===== src/rtl/trap_ctrl_pkg.sv =====
`default_nettype none
// ============================================================================
// Module : trap_ctrl_pkg
// Brief  : Shared control encodings: next-PC opcodes, trap causes, trap FSM.
// Rev    : 1.0  initial release
// ============================================================================
package trap_ctrl_pkg;

    typedef enum logic [1:0] {
        NPC_SEQ    = 2'd0,
        NPC_BRANCH = 2'd1,
        NPC_TRAP   = 2'd2,
        NPC_MRET   = 2'd3
    } npc_op_e;

    localparam logic [31:0] CAUSE_EXT_IRQ = 32'd1;
    localparam logic [31:0] CAUSE_ILLEGAL = 32'd2;
    localparam logic [31:0] CAUSE_ECALL   = 32'd8;

    localparam logic [0:0] ST_RUN     = 1'b0;
    localparam logic [0:0] ST_HANDLER = 1'b1;

    // Wraps modulo 2^32 by construction of the 32-bit add.
    function automatic logic [31:0] pc_plus4(input logic [31:0] pc);
        return pc + 32'd4;
    endfunction

endpackage
`default_nettype wire


===== src/rtl/trap_ctrl_if.sv =====
`default_nettype none
// ============================================================================
// Module : trap_ctrl_if
// Brief  : EX-stage trap request and next-PC strobe bundle.
// Rev    : 1.0  initial release
// ============================================================================
interface trap_ctrl_if;
    logic        valid_EX;
    logic [31:0] PC_EX;
    logic        ecall_EX;
    logic        illegal_EX;
    logic        mret_EX;
    logic        PCWrite;
    logic        INT;
    logic        MRET;
    logic [31:0] SEPC;
    logic [31:0] SCAUSE;
    logic        flush;
    logic        in_trap;
    logic        double_fault;

    modport master (
        output valid_EX, PC_EX, ecall_EX, illegal_EX, mret_EX, PCWrite,
        input  INT, MRET, SEPC, SCAUSE, flush, in_trap, double_fault
    );

    modport slave (
        input  valid_EX, PC_EX, ecall_EX, illegal_EX, mret_EX, PCWrite,
        output INT, MRET, SEPC, SCAUSE, flush, in_trap, double_fault
    );
endinterface
`default_nettype wire


===== src/rtl/trap_ctrl_irq_sync.sv =====
`default_nettype none
// ============================================================================
// Module : irq_sync
// Brief  : Multi-flop synchronizer plus rising-edge detector for ext_irq.
// Rev    : 1.0  initial release
// ============================================================================
module irq_sync #(
    parameter int SYNC_STAGES = 2
) (
    input  wire logic clk,
    input  wire logic rstn,
    input  wire logic async_in,
    output logic      rise
);
    logic [SYNC_STAGES-1:0] r_sync;
    logic                   r_prev;

    always_ff @(posedge clk or negedge rstn) begin
        if (!rstn) begin
            r_sync <= '0;
            r_prev <= 1'b0;
        end else begin
            r_sync <= {r_sync[SYNC_STAGES-2:0], async_in};
            r_prev <= r_sync[SYNC_STAGES-1];
        end
    end

    assign rise = r_sync[SYNC_STAGES-1] & ~r_prev;
endmodule
`default_nettype wire


===== src/rtl/trap_ctrl.sv =====
`default_nettype none
// ============================================================================
// Module : trap_ctrl
// Brief  : Two-state trap controller: ecall/illegal/external-irq entry, mret.
// Rev    : 1.0  initial release
// ============================================================================
module trap_ctrl
    import trap_ctrl_pkg::*;
#(
    parameter int SYNC_STAGES = 2
) (
    input  wire logic   clk,
    input  wire logic   rstn,
    input  wire logic   ext_irq,
    trap_ctrl_if.slave  bus
);
    logic [0:0]  r_state;
    logic [31:0] r_sepc;
    logic [31:0] r_scause;
    logic        r_pending;
    logic        r_dbl;

    logic        w_rise;
    logic        w_adv;
    logic        w_run;
    logic        w_take_ill;
    logic        w_take_ecall;
    logic        w_take_int;
    logic        w_take;
    logic        w_ret;
    logic [31:0] w_new_sepc;
    logic [31:0] w_new_cause;

    irq_sync #(.SYNC_STAGES(SYNC_STAGES)) u_irq_sync (
        .clk      (clk),
        .rstn     (rstn),
        .async_in (ext_irq),
        .rise     (w_rise)
    );

    // rstn gates the strobes so reset silences them without waiting for a clock.
    assign w_adv        = rstn & bus.PCWrite & bus.valid_EX;
    assign w_run        = (r_state == ST_RUN);
    assign w_take_ill   = w_adv & w_run & bus.illegal_EX;
    assign w_take_ecall = w_adv & w_run & ~bus.illegal_EX & bus.ecall_EX;
    assign w_take_int   = w_adv & w_run & ~bus.illegal_EX & ~bus.ecall_EX & r_pending;
    assign w_take       = w_take_ill | w_take_ecall | w_take_int;
    assign w_ret        = w_adv & ~w_run & bus.mret_EX;

    always_comb begin
        w_new_sepc  = pc_plus4(bus.PC_EX);
        w_new_cause = CAUSE_ECALL;
        if (w_take_ill) begin
            w_new_cause = CAUSE_ILLEGAL;
        end else if (w_take_int) begin
            w_new_cause = CAUSE_EXT_IRQ;
            w_new_sepc  = bus.PC_EX;
        end
    end

    assign bus.INT          = w_take_int;
    assign bus.MRET         = w_ret;
    assign bus.flush        = w_take | w_ret;
    assign bus.SEPC         = w_take ? w_new_sepc  : r_sepc;
    assign bus.SCAUSE       = w_take ? w_new_cause : r_scause;
    assign bus.in_trap      = (r_state == ST_HANDLER);
    assign bus.double_fault = r_dbl;

    always_ff @(posedge clk or negedge rstn) begin
        if (!rstn) begin
            r_state   <= ST_RUN;
            r_sepc    <= '0;
            r_scause  <= '0;
            r_pending <= 1'b0;
            r_dbl     <= 1'b0;
        end else begin
            if (w_take) begin
                r_state  <= ST_HANDLER;
                r_sepc   <= w_new_sepc;
                r_scause <= w_new_cause;
            end else if (w_ret) begin
                r_state  <= ST_RUN;
            end
            // An edge arriving in the same cycle as the take survives the clear.
            r_pending <= (r_pending & ~w_take_int) | w_rise;
            r_dbl     <= r_dbl | (w_adv & ~w_run & (bus.ecall_EX | bus.illegal_EX));
        end
    end
endmodule
`default_nettype wire

===== src/flat_wrapper.sv =====
// flat-port wrapper written by rule: the top's interface ports become plain ports
module trap_ctrl_flat import trap_ctrl_pkg::*;
#(
    parameter int SYNC_STAGES = 2
)
  (clk, rstn, ext_irq, bus_valid_EX, bus_PC_EX, bus_ecall_EX, bus_illegal_EX, bus_mret_EX, bus_PCWrite, bus_INT, bus_MRET, bus_SEPC, bus_SCAUSE, bus_flush, bus_in_trap, bus_double_fault);
  trap_ctrl_if bus_i ();
  input  wire logic clk;
  input  wire logic rstn;
  input  wire logic ext_irq;
  input wire logic [$bits(bus_i.valid_EX)-1:0] bus_valid_EX;
  input wire logic [$bits(bus_i.PC_EX)-1:0] bus_PC_EX;
  input wire logic [$bits(bus_i.ecall_EX)-1:0] bus_ecall_EX;
  input wire logic [$bits(bus_i.illegal_EX)-1:0] bus_illegal_EX;
  input wire logic [$bits(bus_i.mret_EX)-1:0] bus_mret_EX;
  input wire logic [$bits(bus_i.PCWrite)-1:0] bus_PCWrite;
  output wire logic [$bits(bus_i.INT)-1:0] bus_INT;
  output wire logic [$bits(bus_i.MRET)-1:0] bus_MRET;
  output wire logic [$bits(bus_i.SEPC)-1:0] bus_SEPC;
  output wire logic [$bits(bus_i.SCAUSE)-1:0] bus_SCAUSE;
  output wire logic [$bits(bus_i.flush)-1:0] bus_flush;
  output wire logic [$bits(bus_i.in_trap)-1:0] bus_in_trap;
  output wire logic [$bits(bus_i.double_fault)-1:0] bus_double_fault;
  assign bus_i.valid_EX = bus_valid_EX;
  assign bus_i.PC_EX = bus_PC_EX;
  assign bus_i.ecall_EX = bus_ecall_EX;
  assign bus_i.illegal_EX = bus_illegal_EX;
  assign bus_i.mret_EX = bus_mret_EX;
  assign bus_i.PCWrite = bus_PCWrite;
  assign bus_INT = bus_i.INT;
  assign bus_MRET = bus_i.MRET;
  assign bus_SEPC = bus_i.SEPC;
  assign bus_SCAUSE = bus_i.SCAUSE;
  assign bus_flush = bus_i.flush;
  assign bus_in_trap = bus_i.in_trap;
  assign bus_double_fault = bus_i.double_fault;
  trap_ctrl #(.SYNC_STAGES(SYNC_STAGES)) u_core (.clk(clk), .rstn(rstn), .ext_irq(ext_irq), .bus(bus_i));
endmodule

===== config.mk =====
export PLATFORM = sky130hd
export DESIGN_NAME = trap_ctrl_flat
export DESIGN_NICKNAME = d
export VERILOG_FILES = /design/src/rtl/trap_ctrl_pkg.sv /design/src/rtl/trap_ctrl_if.sv /design/src/rtl/trap_ctrl_irq_sync.sv /design/src/rtl/trap_ctrl.sv /design/src/flat_wrapper.sv
export SDC_FILE = /design/constraint.sdc
export NUM_CORES = 1
export LEC_CHECK = 0
export CAP_MARGIN = 40
export CORE_MARGIN = 2
export CORE_UTILIZATION = 48
export DETAILED_ROUTE_END_ITERATION = 12
export GPL_ROUTABILITY_DRIVEN = 0
export GPL_TIMING_DRIVEN = 1
export HOLD_SLACK_MARGIN = 0.03
export PLACE_DENSITY = 0.85
export SLEW_MARGIN = 20
export SYNTH_ARGS = -nofsm -noshare
export SYNTH_HDL_FRONTEND = slang
export SYNTH_SLANG_ARGS = --single-unit

===== constraint.sdc =====
create_clock -name clk -period 3.6 [get_ports clk]
set_clock_uncertainty 0.1 [all_clocks]
set_input_delay 0.72 -clock clk [delete_from_list [all_inputs] [get_ports clk]]
set_output_delay 0.72 -clock clk [all_outputs]
set_load 0.1 [all_outputs]

==> out/metrics.yaml <==
worst_setup_path:
  crit_family: "buffers and inverters"
  r2r_slack_ps: 1160
  reg2reg_to: "u_core.r_sepc[30]$_DFF_PN0_"
  crit_start: "bus_valid_EX"
  timing.rr.start: "u_core.r_pending$_DFF_PN0_"
  critPathMaxFanout: 4
  crit_required_ps: 2780
  crit_type: "input pin to primary output"
  crit_buf_inv: 4
  crit_arrival_ps: 2770
  cp-start-kind: "input pin"
  cp-end-kind: "primary output"
  worstPathCellList: "dlygate4sd2_1 -> and4b_2 -> a2111o_1 -> buf_6 -> buf_4 -> nor3_4 -> xnor2_1 -> o21ai_2 -> buf_12"
  cp_slowest_stage_delay_ps: 440
  rr_worst_depth: 9
  slowest_stage: "a2111o_1"
cts:
  clock_latency_ps: 350
  cts_root_buf: "clkbuf_8"
  clkSlewWorstSetupHoldPaths_ps: 90
  cts_buffers: 9
  cts_tree: "done"
  clock-sinks: 70
  cts_buffer_depth: 2
  htreeDepth: 3
synth:
  synth_area_leader_cell: "dfrtp_1"
  ys_warn_count: 0
  synth_cells: 289
  ys_seq_area_share_pct: 57.52
  synth_top_area_share_pct: 57.52
  netlist_area_sq_um: 3045
  synth.avg_cell_area_sq_um: 10.54
  synth_area_leaders: "dfrtp_1 58%, and2_1 6.0%, nand2_1 5.5%, o21ai_0 4.8%, xnor2_1 4.6%"
  synth.distinct_cells: 41
  ys_ff_latch: 70
  synth_fp_nets: 330
placement:
  placed_cells: 506
  dpl.hpwl_microns: 7178
  io_buffers: 108
drt:
  first_pass_iters: 7
  vias: 3118
  drtAntennaViolNets: 0
  post_drt_wl_per_cell_microns: 23.15
  vias_per_cell: 5.883
  drt_wl_total_microns: 12270
  remaining_drc_errors: 0
  drt_iter0_drc: 289
final_layout:
  multi_input_area_sq_um: 1441
  layout_common_cells: "71 x buf_12, 69 x dfrtp_1, 45 x nand2_1"
  drive_gt1_share_pct: 41.15
  areaGrowthSynthToFinish_pct: 87.22
  seq_area_sq_um: 1753
  fin_cells: 530
  nFillCells: 228
  layout.nets: 488
  layout_commonest_cell: "buf_12"
power:
  power-per-cell-area_nw_per_um2: 832.8
  p_comb_share_pct: 64.6
  pwr-share-seq_pct: 22.5
  p_int_mw: 2.257
  power_mw: 4.749
  switching_share_pct: 52.48
  peakVddDrop_uv: 950.2
  clockPowerShare_pct: 12.9
  power.switching_mw: 2.492
  power.leakage_nw: 2.609
timing:
  slew_headroom_pct: 46.10
  post-route-period-util_pct: 99.77
  layout_min_cycle_time_ps: 3592
  drv_slew: 0
  setup-violations-final: 0
  worstMarginPinSlew_ps: 808.6
  fmax_mhz: 278.4
  finalHoldViolCount: 0
floorplanning:
  rows: 29
  io_pins: 109
  fp.dieArea_sq_um: 6998
  initial_utilization_pct: 48.80
  die_w_microns: 83.66
  die_height_microns: 83.66
  core_area_sq_um: 6241
worst_hold_path:
  hold_path.class: "flip-flop to flip-flop"
  whs_path_depth: 0
  hp-start: "u_core.u_irq_sync.r_sync[0]$_DFF_PN0_"
  min_to: "u_core.u_irq_sync.r_sync[1]$_DFF_PN0_"
global_route:
  grt_pass1_wl_microns: 17800
  grt_use_total_pct: 33.26
  antenna_found_initial: 0
  overflow: 0
  grt_pass1_vias: 3247
  grt_max_degree: 45
run_status:
  status: "finished clean"
flow_run:
  cap_violations: 0
-- Yosys cell counts, drive strengths merged --
master,instances
a2111o,1
a2111oi,1
a211o,2
a21o,1
a21oi,2
a221o,1
a22o,1
a2bb2oi,1
a311oi,1
and2,30
and3,3
and4,1
and4b,1
and4bb,1
buf,3
clkbuf,10
dfrtp,70
ha,1
inv,7
mux2,2
mux2i,1
nand2,45
nand3,9
nand4,11
nor2,5
nor3,7
nor3b,1
nor4,5
o21ai,30
o21bai,1
o22ai,1
o31ai,1
or2,2
or4,2
xnor2,16
xor2,12
-- per-layer routing --
metal  vias to the layer above  track usage, %  routed length (microns)
met5                         -               0                        0
met4                         0           21.26                      729
met3                        65           6.231                      838
met2                       197           58.18                     6444
met1                      1538           36.98                     4258
li1                       1318               -                        -
-- worst reg2reg max path, cell delays in order (launching register included) --
cell and delay [ps]:
dfrtp_1 450, nor3b_1 170, buf_4 140, a2111o_1 470, buf_6 160, nor4_4 290, xnor2_1 180, o21ai_2 120
buf_4 150, buf_4 120
-- registers in the layout, indices dropped and copies added (netlist names) --
name,cells
u_core.r_pending,1
u_core.r_sepc,32
u_core.bus.in_trap,1
u_core.r_scause,32
u_core.bus.double_fault,1
u_core.u_irq_sync.r_prev,1
u_core.u_irq_sync.r_sync,2
-- kinds of logic after synthesis --
family                   synth area share [%]
AND/OR/NAND/NOR                         21.49
flip-flops                              57.52
AO/OA/AOI/OAI                           8.957
XOR/XNOR                                8.052
buffers and inverters                   2.506
multiplexers                            1.068
adder cells (fa/ha/maj)                0.4108
-- cell type report --
class / instances / area share [%]
repair buffers: 160 / 38.60
flip-flops and latches: 70 / 30.74
multi-input cells: 199 / 25.28
clock buffers: 10 / 2.414
well taps: 77 / 1.690
clock inverters: 6 / 0.7680
inverters: 7 / 0.4608
diodes: 1 / 0.04389
-- worst max path at each step --
stage              endpoint  slack, ps  depth (start not counted)
2_1_floorplan   bus_SEPC[2]       -280                          5
3_3_place_gp   bus_SEPC[31]       -180                          7
3_5_place_dp   bus_SEPC[28]       -270                          8
4_1_cts        bus_SEPC[31]         70                          7
5_1_grt        bus_SEPC[20]        -40                         10
6_report       bus_SEPC[20]          8                          9
-- power groups by stage --
stage / sequential [mW] / combinational [mW] / clock, mW
floorplan: 1.10 / 1.79 / 0
global placement: 1.04 / 2.92 / 0
detailed placement: 1.06 / 3.01 / 0
CTS: 1.05 / 3.03 / 0.595
global route: 1.07 / 3.13 / 0.650
finish: 1.07 / 3.07 / 0.614
-- per-stage QoR --
stage	setup WS [ps]	setup TNS (ps)	util (%)	hold slack, ps	area (sq um)
finish	8.277	0	91.36	279.6	5702
global route	-35.59	-68.40	91.32	294.9	5699
CTS	65.25	0	90.88	260.4	5672
detailed placement	-267.3	-1217	86.21	241.0	5380
global placement	-178.6	-487.4	85.20	238.4	5318
floorplan	-275.7	-1212	-	231.2	3157
-- timing repair --
action | CTS | global route
gates cloned | 0 | 0
pin swaps | 13 | 5
hold buffers | 0 | 0
setup buffers | 6 | 1
endpoints found under the setup margin | 20 | 6
gates resized for setup | 40 | 4
(Power assumes the default switching activity.)
